===== src/rtl/positaddsub_pipe_raw.sv =====
// positaddsub_pipe_raw: four-stage add/subtract of two decoded posit values.
// Produces an unrounded raw sum {sgn, scale, fraction, inf, zero} and a
// sticky truncated flag; posit encoding and rounding happen downstream.
// The whole pipeline advances together and holds when the consumer stalls.
module positaddsub_pipe_raw #(
  parameter int SW = 9,
  parameter int FW = 26,
  parameter int GB = 3
) (
  input  logic                clk,
  input  logic                reset,
  input  logic                in_valid,
  output logic                in_ready,
  input  logic                op_sub,
  input  logic [SW+FW+2:0]    in1,
  input  logic [SW+FW+2:0]    in2,
  input  logic                in1_truncated,
  input  logic                in2_truncated,
  output logic                out_valid,
  input  logic                out_ready,
  output logic [SW+FW+GB+4:0] result,
  output logic                truncated
);

  localparam int AB  = FW + GB + 1;
  localparam int OW  = SW + AB + 4;
  localparam int LSW = $clog2(AB + 1);
  localparam logic [SW:0]        SAT_LIM = (SW+1)'(2 * AB);
  localparam logic signed [SW:0] ONE_S   = (SW+1)'(1);

  // Alignment shift saturates once the whole low mantissa has been pushed out.
  function automatic logic [SW:0] sat_shift(input logic [SW:0] d);
    return (d > SAT_LIM) ? SAT_LIM : d;
  endfunction

  // Left shift that moves the leading one of the sum to bit AB (0 for a zero sum).
  function automatic logic [LSW-1:0] norm_shift(input logic [AB:0] s);
    logic [LSW-1:0] n;
    n = '0;
    for (int i = 0; i <= AB; i++) begin
      if (s[i]) n = LSW'(AB - i);
    end
    return n;
  endfunction

  logic w_adv;
  assign w_adv    = out_ready | ~out_valid;
  assign in_ready = w_adv;

  // ---------------- S0: decode, zero forcing, magnitude compare ----------------
  logic                 w_a_sgn, w_a_inf, w_a_zero, w_a_tr;
  logic                 w_b_sgn, w_b_inf, w_b_zero, w_b_tr;
  logic signed [SW-1:0] w_a_scale, w_b_scale;
  logic [FW-1:0]        w_a_frac, w_b_frac;
  logic                 w_b_gt;
  logic                 w_hi_sgn, w_hi_zero, w_lo_zero;
  logic signed [SW-1:0] w_hi_scale, w_lo_scale;
  logic [FW-1:0]        w_hi_frac, w_lo_frac;
  logic [SW:0]          w_diff;

  // Decode operands, pick the larger magnitude (ties go to in1) and the scale gap.
  always_comb begin
    w_a_zero  = in1[0];
    w_a_inf   = in1[1] & ~w_a_zero;
    w_a_frac  = w_a_zero ? '0 : in1[FW+1:2];
    w_a_scale = w_a_zero ? '0 : in1[SW+FW+1:FW+2];
    w_a_sgn   = in1[SW+FW+2] & ~w_a_zero;
    w_a_tr    = in1_truncated & ~w_a_zero;
    w_b_zero  = in2[0];
    w_b_inf   = in2[1] & ~w_b_zero;
    w_b_frac  = w_b_zero ? '0 : in2[FW+1:2];
    w_b_scale = w_b_zero ? '0 : in2[SW+FW+1:FW+2];
    w_b_sgn   = (in2[SW+FW+2] ^ op_sub) & ~w_b_zero;
    w_b_tr    = in2_truncated & ~w_b_zero;
    if (w_a_zero)                    w_b_gt = ~w_b_zero;
    else if (w_b_zero)               w_b_gt = 1'b0;
    else if (w_a_scale != w_b_scale) w_b_gt = (w_b_scale > w_a_scale);
    else                             w_b_gt = (w_b_frac > w_a_frac);
    if (w_b_gt) begin
      w_hi_sgn = w_b_sgn; w_hi_scale = w_b_scale; w_hi_frac = w_b_frac; w_hi_zero = w_b_zero;
      w_lo_scale = w_a_scale; w_lo_frac = w_a_frac; w_lo_zero = w_a_zero;
    end else begin
      w_hi_sgn = w_a_sgn; w_hi_scale = w_a_scale; w_hi_frac = w_a_frac; w_hi_zero = w_a_zero;
      w_lo_scale = w_b_scale; w_lo_frac = w_b_frac; w_lo_zero = w_b_zero;
    end
    w_diff = {w_hi_scale[SW-1], w_hi_scale} - {w_lo_scale[SW-1], w_lo_scale};
  end

  logic                 r_vld_p0;
  logic                 r_hi_sgn_p0, r_hi_zero_p0, r_lo_zero_p0, r_eff_add_p0, r_inf_p0, r_trin_p0;
  logic signed [SW-1:0] r_hi_scale_p0;
  logic [FW-1:0]        r_hi_frac_p0, r_lo_frac_p0;
  logic [SW:0]          r_diff_p0;

  // Stage 0 valid; cleared by reset.
  always_ff @(posedge clk) begin
    if (reset)      r_vld_p0 <= 1'b0;
    else if (w_adv) r_vld_p0 <= in_valid;
  end

  // Stage 0 data register.
  always_ff @(posedge clk) begin
    if (w_adv) begin
      r_hi_sgn_p0   <= w_hi_sgn;
      r_hi_scale_p0 <= w_hi_scale;
      r_hi_frac_p0  <= w_hi_frac;
      r_hi_zero_p0  <= w_hi_zero;
      r_lo_frac_p0  <= w_lo_frac;
      r_lo_zero_p0  <= w_lo_zero;
      r_diff_p0     <= w_diff;
      r_eff_add_p0  <= w_a_sgn ~^ w_b_sgn;
      r_inf_p0      <= w_a_inf | w_b_inf;
      r_trin_p0     <= w_a_tr | w_b_tr;
    end
  end

  // ---------------- S1: align low operand, add/subtract, sticky ----------------
  logic [2*AB-1:0] w_lo_mant, w_lo_shf;
  logic [AB-1:0]   w_hi_mant;
  logic [AB:0]     w_sum;
  logic            w_sticky;

  // Shift the smaller operand into place; anything shifted out feeds the sticky.
  always_comb begin
    w_lo_mant = {~r_lo_zero_p0, r_lo_frac_p0, {GB{1'b0}}, {AB{1'b0}}};
    w_lo_shf  = w_lo_mant >> sat_shift(r_diff_p0);
    w_hi_mant = {~r_hi_zero_p0, r_hi_frac_p0, {GB{1'b0}}};
    w_sticky  = (|w_lo_shf[AB-1:0]) | ((r_diff_p0 >= SAT_LIM) & ~r_lo_zero_p0) | r_trin_p0;
    if (r_eff_add_p0) w_sum = {1'b0, w_hi_mant} + {1'b0, w_lo_shf[2*AB-1:AB]};
    else              w_sum = {1'b0, w_hi_mant} - {1'b0, w_lo_shf[2*AB-1:AB]};
  end

  logic                 r_vld_p1, r_sticky_p1, r_sgn_p1, r_inf_p1;
  logic [AB:0]          r_sum_p1;
  logic signed [SW-1:0] r_hi_scale_p1;

  // Stage 1 valid; cleared by reset.
  always_ff @(posedge clk) begin
    if (reset)      r_vld_p1 <= 1'b0;
    else if (w_adv) r_vld_p1 <= r_vld_p0;
  end

  // Stage 1 data register.
  always_ff @(posedge clk) begin
    if (w_adv) begin
      r_sum_p1      <= w_sum;
      r_sticky_p1   <= w_sticky;
      r_hi_scale_p1 <= r_hi_scale_p0;
      r_sgn_p1      <= r_hi_sgn_p0;
      r_inf_p1      <= r_inf_p0;
    end
  end

  // ---------------- S2: leading-one detect, scale adjust ----------------
  logic [LSW-1:0]     w_lsh;
  logic signed [SW:0] w_hs, w_lx, w_scale;

  // Carry gives +1, leading one at AB-1 gives +0, lower positions subtract the gap.
  always_comb begin
    w_lsh   = norm_shift(r_sum_p1);
    w_hs    = {r_hi_scale_p1[SW-1], r_hi_scale_p1};
    w_lx    = {{(SW+1-LSW){1'b0}}, w_lsh};
    w_scale = w_hs - w_lx + ONE_S;
  end

  logic               r_vld_p2, r_sticky_p2, r_sgn_p2, r_inf_p2, r_zero_p2;
  logic [AB:0]        r_sum_p2;
  logic [LSW-1:0]     r_lsh_p2;
  logic signed [SW:0] r_scale_p2;

  // Stage 2 valid; cleared by reset.
  always_ff @(posedge clk) begin
    if (reset)      r_vld_p2 <= 1'b0;
    else if (w_adv) r_vld_p2 <= r_vld_p1;
  end

  // Stage 2 data register.
  always_ff @(posedge clk) begin
    if (w_adv) begin
      r_sum_p2    <= r_sum_p1;
      r_lsh_p2    <= w_lsh;
      r_scale_p2  <= w_scale;
      r_sticky_p2 <= r_sticky_p1;
      r_sgn_p2    <= r_sgn_p1;
      r_inf_p2    <= r_inf_p1;
      r_zero_p2   <= (r_sum_p1 == '0);
    end
  end

  // ---------------- S3: normalise and format result ----------------
  logic [AB-1:0] w_frac;
  logic [OW-1:0] w_res;

  // Drop the hidden bit; inf wins over zero, exact cancellation gives +0.
  always_comb begin
    w_frac = AB'(r_sum_p2 << r_lsh_p2);
    if (r_inf_p2)       w_res = {r_sgn_p2, {(SW+1){1'b0}}, {AB{1'b0}}, 2'b10};
    else if (r_zero_p2) w_res = {{(OW-1){1'b0}}, 1'b1};
    else                w_res = {r_sgn_p2, r_scale_p2, w_frac, 2'b00};
  end

  logic          r_vld_p3, r_trunc_p3;
  logic [OW-1:0] r_result_p3;

  // Output register: holds under stall, loads only real results, zeroed by reset.
  always_ff @(posedge clk) begin
    if (reset) begin
      r_vld_p3    <= 1'b0;
      r_result_p3 <= '0;
      r_trunc_p3  <= 1'b0;
    end else if (w_adv) begin
      r_vld_p3 <= r_vld_p2;
      if (r_vld_p2) begin
        r_result_p3 <= w_res;
        r_trunc_p3  <= r_sticky_p2;
      end
    end
  end

  assign out_valid = r_vld_p3;
  assign result    = r_result_p3;
  assign truncated = r_trunc_p3;

endmodule

===== config.mk =====
export PLATFORM = sky130hd
export DESIGN_NAME = positaddsub_pipe_raw
export DESIGN_NICKNAME = d
export VERILOG_FILES = /design/src/rtl/positaddsub_pipe_raw.sv
export SDC_FILE = /design/constraint.sdc
export NUM_CORES = 1
export LEC_CHECK = 0
export BUFFER_PORTS_ARGS = -buffer_cell sky130_fd_sc_hd__buf_4
export CORE_UTILIZATION = 44
export DETAILED_ROUTE_END_ITERATION = 10
export SYNTH_ARGS = -nofsm -noshare
export SYNTH_HDL_FRONTEND = slang
export SYNTH_SLANG_ARGS = --single-unit

===== constraint.sdc =====
create_clock -name clk -period 20.9 [get_ports clk]
set_input_delay 1.045 -clock clk [delete_from_list [all_inputs] [get_ports clk]]
set_output_delay 1.045 -clock clk [all_outputs]
set_load 0.05 [all_outputs]

# [Word-level counts from Yosys, hierarchy flattened]
# Cells that the tools add are included.
[op_classes] magnitude_cmp=4 n_shift=2 reduce_logical=3 n_eq_ne=1 mux=49 n_addsub=5 bitwise=19
[ops] op="$mux 5" count=31
[ops] op="$mux 26" count=4
[ops] op="$mux 43" count=2
[ops] op="$shr 60x10->60" count=1
[ops] op="$mux 9" count=4
[ops] op="$add 30x30->31" count=1
[ops] op="$logic_not 31->1" count=1
[ops] op="$mux 31" count=1
[ops] op="$shl 31x5->30" count=1
[ops] op="$sub 30x30->31" count=1
[ops] op="$reduce_or 30->1" count=1
[ops] op="$gt 26x26->1" count=1
[ops] op="$add 10x2->10 const B" count=1
[ops] op="$ge 10x6->1 const B" count=1
[ops] op="$gt 10x6->1 const B" count=1
[ops] op="$mux 10" count=1
[ops] op="$sub 9x6->10" count=1
[ops] op="$sub 9x9->10" count=1
[ops] op="$gt 9x9->1" count=1
[ops] op="$ne 9x9->1" count=1
[ops] op="$and 1x1->1" count=7
[ops] op="$mux 1" count=6
[ops] op="$not 1->1" count=5
[ops] op="$or 1x1->1" count=5
[ops] op="other kinds (3)" count=3
[totals] wordCells=111 register_bits=218 in_bits=83

# [Depth between registers and ports, before layout]
# Gate-level depths: netlist of the first run.
[logic_depth] word_depth=33 ltp_mapped=27 depth_no_buf=25

# [Worst setup path before layout of the first run]
# Ideal clock, no wire load.
[synth_timing] kind="input-to-reg" start="input port out_ready" end="register r_result_p3[28] (netlist: result[28])" t_arrival_ps=8328 setup_slack_ps=12502 cell_stages=7 path_buffers=2 setup_time_ps=70 cell_sequence="nand2b_1 -> clkbuf_1 -> nand2_1 -> nor4_1 -> clkbuf_1 -> o211ai_1 -> a21oi_1"
[synth_via] elab_chain_len=2
[synth_lines] item="start, declared" line_no="20" text="input logic out_ready,"
[synth_lines] item="$or 1x1->1" line_no="47" text="assign w_adv = out_ready | ~out_valid;"
[synth_lines] item="named net in_ready" line_no="13" text="output logic in_ready,"
[synth_lines] item="$reduce_and 2->1 (no source line)"
[synth_lines] item="end signal, assigned" line_no="214" text="r_result_p3 <= w_res;"
[synth_lines] item="end, declared" line_no="203" text="logic [OW-1:0] r_result_p3;"
# The timed path passes the listed nets, and every way through them passes these cells.
# A chain may end at the register's enable or synchronous reset.

# [Worst setup path in the final report of the first run]
[layout_timing] start="register r_diff_p0[2]" end="register r_sum_p1[29], data pin"
[layout_via] elab_chain_len=5 word_cells_on_any_way=6 classes_between="2 x add/sub; 1 x order compare; 1 x shift; 2 x mux"
[layout_lines] item="start, declared" line_no="93" text="logic [SW:0] r_diff_p0;"
[layout_lines] item="start signal, assigned" line_no="110" text="r_diff_p0 <= w_diff;"
[layout_lines] item="$gt 10x6->1" line_no="33" text="return (d > SAT_LIM) ? SAT_LIM : d;"
[layout_lines] item="$mux 10 (*)" line_no="33"
[layout_lines] item="$shr 60x10->60 (*)" line_no="126" text="w_lo_shf = w_lo_mant >> sat_shift(r_diff_p0);"
[layout_lines] item="$sub 30x30->31 or $add 30x30->31 (tied branches)" line_no="130, 129"
[layout_lines] item="$mux 31 (*)" line_no="129" text="if (r_eff_add_p0) w_sum = {1'b0, w_hi_mant} + {1'b0, w_lo_shf[2*AB-1:AB]};"
[layout_lines] item="named net w_sum[29]" line_no="120" text="logic [AB:0] w_sum;"
[layout_lines] item="end signal, assigned" line_no="146" text="r_sum_p1 <= w_sum;"
[layout_lines] item="end, declared" line_no="134" text="logic [AB:0] r_sum_p1;"
# Mark *: on every way through the listed nets, which the timed path passes. The rest lies on a longest branch.

==> results of run 1 <==
layout by cell type, fill, tap and decap left out, types with 9 or more instances in the layout:
master and n:
inv_1 129, mux4_2 23, o211ai_1 20, nand2b_1 60, edfxtp_1 169, nor2_1 230, nand4_1 25, buf_4 150
a211oi_1 21, o22ai_1 10, o21bai_1 24, o21ai_0 117, a22oi_1 32, clkbuf_16 25, a31oi_1 11, o31ai_1 14
mux2_2 37, a21o_1 22, and3_1 12, xor2_1 9, nor3_1 37, o2111ai_1 10, nand2_1 191, dfxtp_1 48
and2_1 12, nand3_1 35, mux2i_1 69, nor4_1 16, ha_1 104, nor2b_1 27, a21oi_1 131, o21a_1 10
xnor2_1 31
metal layers:
metal  routed length (um)  share of wire (%)  vias to the layer above
met2                23500                 46                      501
met1                23300                 45                     7252
met3                 3270                6.4                       82
met5                    0                  0                        -
met4                 1300                2.5                        0
li1                     -                  -                     7269
worst register-to-register path: stages, from the launching register on:
cell and delay, ps:
edfxtp_1 720, and4_1 570, nor3_4 580, buf_4 360
mux2_2 390, a21oi_2 310, nand2_1 90, o21ai_0 90
o21ai_0 180, nand2_1 130, o21ai_0 120, and2_1 190
ha_1 190, inv_1 70, fa_1 200, o21bai_1 80
a21oi_1 300, o211a_1 250, o41a_1 210, o211ai_1 180
a2111oi_0 870, o311ai_0 230, o311ai_0 220, nand4_1 140
nor4bb_1 150
cell usage after synthesis, drive strengths merged, types with 39 or more instances:
cell type / count / area share [%]
o21ai: 122 / 3.6
nand2: 192 / 4.2
nor2: 233 / 5.2
a21oi: 135 / 4.0
inv: 129 / 2.8
mux2i: 69 / 4.0
nand2b: 61 / 2.2
clkbuf: 85 / 1.9
edfxtp: 169 / 30
ha: 104 / 7.6
nor3: 39 / 1.2
dfxtp: 48 / 5.6
layout make-up:
type                    count  area, um2
multi-input cells        1494      10100
well taps                 511        639
repair buffers            150       1130
flip-flops and latches    217       6040
clock inverters            13       96.3
clock buffers              32        682
inverters                 130        488
fillers                  3602      18700
where the power goes:
part | internal (uW) | switching, uW
clock network | 242 | 169
logic | 219 | 339
registers | 552 | 70.8
total | 1010 | 578
worst paths after layout:
| path | from | depth (start not counted) | to |
|---|---|---|---|
| max reg2reg | r_diff_p0[2] | 24 | r_sum_p1[29] |
| min reg2reg | r_hi_scale_p0[5] | 0 | r_hi_scale_p1[5] |
| max | r_diff_p0[2] | 24 | r_sum_p1[29] |
| min | r_hi_scale_p0[5] | 0 | r_hi_scale_p1[5] |
sequential cells by signal, indices dropped and copies added, names as in the netlist, 5 cells and up:
name / count
r_lo_frac_p0: 26
r_scale_p2: 10
result: 43
r_hi_frac_p0: 26
r_lsh_p2: 5
r_sum_p1: 31
r_hi_scale_p0: 9
r_sum_p2: 30
r_diff_p0: 10
r_hi_scale_p1: 9
cell families (layout without fill, tap and decap cells):
group,after synthesis,after routing,synth area share (%)
AOI/OAI and AO/OA,531,531,20.8
xor gates and xnor gates,40,40,2.05
adders and majority gates,106,106,7.85
buffers and inverters,243,325,5.60
DFF,217,217,35.3
muxes,130,130,9.58
and+or+nand+nor,687,687,18.8
stage by stage:
step                cell area, um2  utilization (%)  hold slack (ps)  setup WS, ps  power (uW)
global route                 19200             50.6              421         13160        1680
detailed placement           18400             48.6              405         13890        1180
floorplan                    17100                -              400         12500        1010
finish                       19200             50.6              415         13830        1590
global placement             18400             48.6              401         14000        1180
CTS                          19200             50.6              411         13870        1600
==> flow_summary.ini, run 1 <==
[timing]
max_slew_margin_pct = 32.8
finalSetupTns_ps = 0
max_freq_ghz = 0.141
worst-slew-pin-transition_ps = 1000
min_period_ps = 7070
rsz0062_at_grt = no
period_share_pct = 33.8
setup_viol = 0
slew_viol_final = 0
fin_skew_ps = 9.66
finalHoldViolCount = 0

[placed_design]
dp_hpwl_um = 39900
dp.cells = 2502
place.gp.congestion = 0.937
numPortBuffers = 128

[synth]
ys_async_sr_fraction_pct = 0
yosysUniqueCellTypes = 91
synth-edff-count = 169
synth.avg_cell_area_um2 = 8.75
seq_area_frac_synth_pct = 35.3
synth_nets = 2143
synth-main-ff-cell = edfxtp_1
syn-cell-area_um2 = 17100
synth_warnings = 0
synth_cells = 1954
ys_ff_latch = 217

[route]
postRouteAntennaNets = 0
dr.pass1.iters = 5
vias = 15100
drcViolationCount = 0
routed_wl_um = 51400
vias_per_cell = 5.93
wire_per_inst_um = 20.2
drt_iter0_drc = 1128

[floorplan]
core_um2 = 37900
placementRows = 71
start_util_pct = 45.1
fp.dieH_um = 199
dieArea_um2 = 39600
ioPinCount = 129
die_width_um = 199

[setup_path]
cp_num_buf_inv = 2
max_stage_delay_ps = 870
cp-start-kind = flip-flop
cp_max_fo = 19
cp-end-kind = flip-flop
path_delay_family = compound AO/OA/AOI/OAI gates
cp_slowest_cell = a2111oi_0
cp_cell_sequence = and4_1, nor3_4, buf_4, mux2_2, a21oi_2, nand2_1, o21ai_0, o21ai_0, nand2_1, o21ai_0, and2_1, ha_1, inv_1, fa_1, o21bai_1, a21oi_1, o211a_1, o41a_1, o211ai_1, a2111oi_0, o311ai_0, o311ai_0, nand4_1, nor4bb_1
cpMostUsedCell = o21ai_0
crit_required_ps = 21160
path_class = reg2reg
arrival_ps = 7330
rrSetupSlack_ps = 13830

[cells_and_area]
area_growth_pct = 12.4
drive_gt1_share_pct = 14.0
num_antenna_cells = 0
fin_nets = 2207
instances_no_fill = 2547

[global_route]
use_met1_pct = 36.4
grt_remaining_overflow = 0
antenna_found_initial = 0
grt_pass1_vias = 14100
grt_usage_pct = 25.9
grt_max_degree = 77
grt_pass1_wl_um = 79800
grt_util_met2_pct = 41.6
use_met3_pct = 3.66
grt-busiest-layer = met2

[pwr]
power_density_nw_per_um2 = 82.9
peakVddDrop_uv = 50.0
p_leak_uw = 0.00797

[clock_tree]
root_buffer = clkbuf_16
post-cts-setup-buffer-count = 0
cts_max_level = 1
postCtsHoldBufs = 0
post_cts_resized = 0
cts_sinks = 217
cts_tree = built
clk_pin_slew_worst_paths_ps = 60
worst_skew_pair.late_latency_ps = 520
clk_path_buf_depth = 3
cts-buffers-inserted = 25

[flow_run]
cap_violations = 0

[min_path]
worst_hold_path_type = reg2reg

[status]
status = complete, no violations
Power figures use the tool's default switching activity.
==> inputs of run 2 (changes only) <==
--- a/config.mk
+++ b/config.mk
@@ -5,6 +5,7 @@
 export SDC_FILE = /design/constraint.sdc
 export NUM_CORES = 1
 export LEC_CHECK = 0
+export ABC_AREA = 1
 export BUFFER_PORTS_ARGS = -buffer_cell sky130_fd_sc_hd__buf_4
 export CORE_UTILIZATION = 44
 export DETAILED_ROUTE_END_ITERATION = 10
==> constraint.sdc (replaced) <==
create_clock -name clk -period 6.6 [get_ports clk]
set_input_delay 0.33 -clock clk [delete_from_list [all_inputs] [get_ports clk]]
set_output_delay 0.33 -clock clk [all_outputs]
set_load 0.05 [all_outputs]
==> flow_summary.ini, run 2 <==
[status]
status = complete, no violations

[setup_path]
cp-start-kind = flip-flop
critPathCapture = r_sum_p1[27]
crit_path_start = r_diff_p0[3]
cpMostUsedCell = nand2_1
max_stage_delay_ps = 520
cp_slowest_cell = nor2_4
reg2reg_depth = 30
r2r_end = r_sum_p1[27]
cp_max_fo = 33
cp-end-kind = flip-flop
arrival_ps = 6050
rrSetupSlack_ps = 850
r2r-start = r_diff_p0[3]
path_class = reg2reg
crit_required_ps = 6900

[synth]
synth_common_cells = nand2_1 (701), inv_1 (304), nor2_1 (212), o21ai_0 (206), edfxtp_1 (169)
yosysMostFrequentCell = nand2_1
syn-cell-area_um2 = 16400
seq_area_frac_synth_pct = 36.7
ys_top_cells_by_area = edfxtp_1 (31%), nand2_1 (16%), ha_1 (7.9%)
synth.avg_cell_area_um2 = 6.98
yosysUniqueCellTypes = 54
ys_ff_latch = 217
synth_top_area_cell = edfxtp_1
ys_async_sr_fraction_pct = 0
synth-main-ff-cell = edfxtp_1
synth.top_cell.area_share_pct = 30.9
synth_cells = 2356
synth_nets = 2545
synth_warnings = 0
synth-edff-count = 169

[clock_tree]
post-cts-setup-buffer-count = 0
cts_sinks = 217
postCtsHoldBufs = 0
cts_tree = built
cts-buffers-inserted = 25
root_buffer = clkbuf_16
clk_pin_slew_worst_paths_ps = 60
cts_max_level = 1
post_cts_resized = 0
clk_path_buf_depth = 3
worst_skew_pair.late_latency_ps = 550

[cells_and_area]
fin_util_pct = 50.4
area_growth_pct = 12.4
drive_gt1_share_pct = 9.23
fillers = 3728
num_antenna_cells = 0
final_common_cell = nand2_1
mostFrequentLayoutCells = nand2_1 (700), inv_1 (303), nor2_1 (212), o21ai_0 (206), edfxtp_1 (169)
largest_register_ffs = 43
fin_nets = 2620

[route]
wire_per_inst_um = 15.7
vias = 15100
drt_iter0_drc = 858
routed_wl_um = 45700
postRouteAntennaNets = 0
drcViolationCount = 0
vias_per_cell = 5.19
dr.pass1.iters = 7

[global_route]
grt_max_degree = 110
grt_pass1_vias = 14200
use_met3_pct = 2.47
antenna_found_initial = 0
grt_usage_pct = 23.9
grt-busiest-layer = met2
grt_pass1_wl_um = 72600
grt_util_met2_pct = 42.2
grt_remaining_overflow = 0
use_met1_pct = 29.9

[timing]
finalHoldViolCount = 0
setup_viol = 0
finalSetupTns_ps = 0
worst-slew-pin-transition_ps = 1210
slew_viol_final = 0
max_slew_margin_pct = 18.5
min_period_ps = 5750
rsz0062_at_grt = no
period_share_pct = 87.1
max_freq_ghz = 0.174
fin_skew_ps = 12.8

[floorplan]
core_um2 = 36700
die_width_um = 195
dieArea_um2 = 38200
fp.dieH_um = 195
ioPinCount = 129
start_util_pct = 44.8
placementRows = 70

[min_path]
holdPathStages = 3
worst_hold_path_type = in2reg

[pwr]
power_density_nw_per_um2 = 270
totalPowerFinal_uw = 4980
peakVddDrop_uv = 177
p_leak_uw = 0.00878

[placed_design]
numPortBuffers = 128
place.gp.congestion = 0.957
dp_hpwl_um = 37100

[flow_run]
cap_violations = 0
## run 2: cell count changes in the layout (fill, tap and decap cells not counted), moves of 26 or more
| cell | before | now |
|---|---|---|
| xnor2_1 | 31 | 4 |
| o21ai_0 | 117 | 206 |
| mux2i_1 | 69 | 5 |
| nor2b_1 | 27 | 0 |
| nand2_1 | 191 | 700 |
| nand3_1 | 35 | 127 |
| mux2_2 | 37 | 0 |
| inv_1 | 129 | 303 |
| nand2b_1 | 60 | 0 |
| a22oi_1 | 32 | 6 |
## run 2: layout make-up
| type | instances | area, um2 | share of cell area (%) |
|---|---|---|---|
| multi-input combinational | 1723 | 8800 | 47.6 |
| sequential | 217 | 6040 | 32.6 |
| inverter | 320 | 1210 | 6.54 |
| timing repair buffer | 144 | 1080 | 5.85 |
| clock buffer | 32 | 693 | 3.75 |
| tap | 468 | 586 | 3.17 |
| clock inverter | 13 | 80.1 | 0.433 |
## run 2: critical path: cells and delay by family (launching register included)
family	cells	cell delay (ps)
compound gates	9	1980
fa+ha+maj	2	540
buf+inv	4	630
flops	1	470
simple gates	15	1860
## run 2: kinds of logic after synthesis
group / share of synthesized area, %
flops: 36.7
mux: 0.304
buf+inv: 9.81
fa+ha+maj: 8.15
xor+xnor: 1.60
simple gates: 28.1
compound gates: 15.4
## run 2: how the worst min path moves through the flow
| stage | start | endpoint |
|---|---|---|
| after floorplan | r_hi_scale_p0[0] | r_hi_scale_p1[0] |
| after global placement | r_hi_scale_p0[5] | r_hi_scale_p1[5] |
| after detailed placement | r_hi_scale_p0[5] | r_hi_scale_p1[5] |
| after CTS | in_valid | r_vld_p0 |
| after global routing | in_valid | r_vld_p0 |
| final | in_valid | r_vld_p0 |
## run 2: metal layers
metal	vias to the layer above	share of wire [%]
met5	-	0
met4	0	3.8
met3	87	3.4
met2	342	48
met1	6831	44
li1	7887	-
## run 2: power breakdown
group	internal [uW]	total (uW)	switching [uW]	leakage (uW)
combinational	565	1770	1210	0.00613
sequential	1760	1900	146	0.00227
clock	745	1310	565	0.000376
## run 2: metrics by stage
step / setup WS (ps) / hold WS [ps] / cell area, um2 / cells
6_report: 851 / 42.1 / 18500 / 2917
5_1_grt: 182 / 60.4 / 18500 / 2917
4_1_cts: 867 / 21.0 / 18500 / 2917
3_5_place_dp: 855 / 406 / 17700 / 2872
3_3_place_gp: 1030 / 401 / 17700 / 2872
2_1_floorplan: 1810 / 400 / 16400 / 2356
==> inputs of run 3 (changes only) <==
--- a/config.mk
+++ b/config.mk
@@ -7,8 +7,11 @@
 export LEC_CHECK = 0
 export ABC_AREA = 1
 export BUFFER_PORTS_ARGS = -buffer_cell sky130_fd_sc_hd__buf_4
+export CELL_PAD_IN_SITES_DETAIL_PLACEMENT = 0
+export CELL_PAD_IN_SITES_GLOBAL_PLACEMENT = 1
 export CORE_UTILIZATION = 44
 export DETAILED_ROUTE_END_ITERATION = 10
+export PLACE_DENSITY_LB_ADDON = 0.08
 export SYNTH_ARGS = -nofsm -noshare
 export SYNTH_HDL_FRONTEND = slang
 export SYNTH_SLANG_ARGS = --single-unit
==> flow_summary.ini, run 3 (synthesis results as in run 2) <==
[setup_path]
crit_path_start = r_diff_p0[3]
reg2reg_depth = 30
cp-start-kind = flip-flop
cpMostUsedCell = nand2_1
cp_slowest_cell = nor2_4
arrival_ps = 6080
r2r-start = r_diff_p0[3]
cp_max_fo = 33
r2r_end = r_sum_p1[27]
max_stage_delay_ps = 530
critPathCapture = r_sum_p1[27]
rrSetupSlack_ps = 810
crit_required_ps = 6890
cp_num_buf_inv = 2
path_class = reg2reg
cp_num_cells = 30
path_delay_family = simple AND/OR/NAND/NOR gates
cp-end-kind = flip-flop

[global_route]
grt_max_degree = 92
use_met1_pct = 31.6
grt_pass1_wl_um = 74700
grt_usage_pct = 24.8
grt_pass1_vias = 14400
grt_remaining_overflow = 0
grt-busiest-layer = met2
antenna_found_initial = 1
use_met3_pct = 2.40
grt_util_met2_pct = 43.4

[clock_tree]
cts_tree = built
cts-buffers-inserted = 25
root_buffer = clkbuf_16
clk_pin_slew_worst_paths_ps = 60
worst_skew_pair.late_latency_ps = 550
clk_path_buf_depth = 3
post-cts-setup-buffer-count = 0
post_cts_resized = 0
postCtsHoldBufs = 0
cts_max_level = 1
cts_sinks = 217

[floorplan]
start_util_pct = 44.8
dieArea_um2 = 38200
placementRows = 70
fp.dieH_um = 195
ioPinCount = 129
core_um2 = 36700
die_width_um = 195

[timing]
finalSetupTns_ps = 0
setup_viol = 0
fin_skew_ps = 22.5
worst-slew-pin-transition_ps = 1210
timing.final.ws_setup_ps = 809
max_freq_ghz = 0.173
finalHoldViolCount = 0
period_share_pct = 87.7
max_slew_margin_pct = 18.8
rsz0062_at_grt = no
slew_viol_final = 0
min_period_ps = 5790

[pwr]
p_leak_uw = 0.00879
power_density_nw_per_um2 = 271
peakVddDrop_uv = 160

[placed_design]
pre_cts_ws_ps = 875
dp_hpwl_um = 38100
dp.cells = 2872
place.gp.congestion = 0.956
numPortBuffers = 128

[route]
vias_per_cell = 5.15
vias = 15000
wire_per_inst_um = 16.1
postRouteAntennaNets = 0
dr.pass1.iters = 5
drt_iter0_drc = 937
routed_wl_um = 47000
drcViolationCount = 0

[cells_and_area]
area_growth_pct = 12.5
fin_nets = 2620
num_antenna_cells = 0
instances_no_fill = 2917
largest_register_ffs = 43
final_common_cell = nand2_1
mostFrequentLayoutCells = nand2_1 (700), inv_1 (303), nor2_1 (212), o21ai_0 (206), edfxtp_1 (169)
drive_gt1_share_pct = 9.31

[min_path]
holdPathStages = 3
worst_hold_path_type = in2reg

[status]
status = complete, no violations

[flow_run]
cap_violations = 0
run 3: changes by cell type in the layout (fill, tap and decap cells not counted):
cell	previous run	this run
inv_6	4	2
clkbuf_8	2	3
clkbuf_2	0	2
clkinv_4	1	0
inv_16	0	1
inv_4	1	2
clkinv_1	12	10
run 3: per-stage QoR:
step	utilization, %	instance area (um2)	power [uW]	hold WS [ps]
floorplan	-	16400	3160	400
global placement	48.3	17700	3690	402
detailed placement	48.3	17700	3700	405
CTS	50.4	18500	5050	4.49
global route	50.4	18500	5380	18.2
finish	50.4	18500	5020	31.4
run 3: worst min-delay path by stage:
| stage | from | endpoint | slack [ps] |
|---|---|---|---|
| floorplan | r_hi_scale_p0[0] | r_hi_scale_p1[0] | 400 |
| global placement | r_hi_scale_p0[4] | r_hi_scale_p1[4] | 400 |
| detailed placement | r_hi_scale_p0[8] | r_hi_scale_p1[8] | 400 |
| CTS | in_valid | r_vld_p0 | 4 |
| global route | in_valid | r_vld_p0 | 20 |
| finish | in_valid | r_vld_p0 | 30 |
run 3: power by group:
group	switching (uW)	total [uW]	internal, uW	leakage, uW
logic	1210	1780	566	0.00613
clock network	572	1340	764	0.000389
registers	143	1900	1760	0.00227
run 3: area by class of cell:
cell class | instances | area (um2)
multi-input combinational | 1723 | 8800
clock inverter | 10 | 72.6
clock buffer | 35 | 717
tap | 468 | 586
timing repair buffer | 144 | 1080
inverter | 320 | 1210
fill | 3720 | 18200
sequential | 217 | 6040
run 3: layer usage:
metal  wire [um]  vias to the layer above
met5           0                        -
li1            -                     7881
met3        1690                       67
met1       21000                     6778
met2       22700                      299
met4        1600                        0
run 3: tightest hold or removal path, cell delays in order:
cell     delay, ps
buf_4           70
o21ai_0         70
nor2_1          70
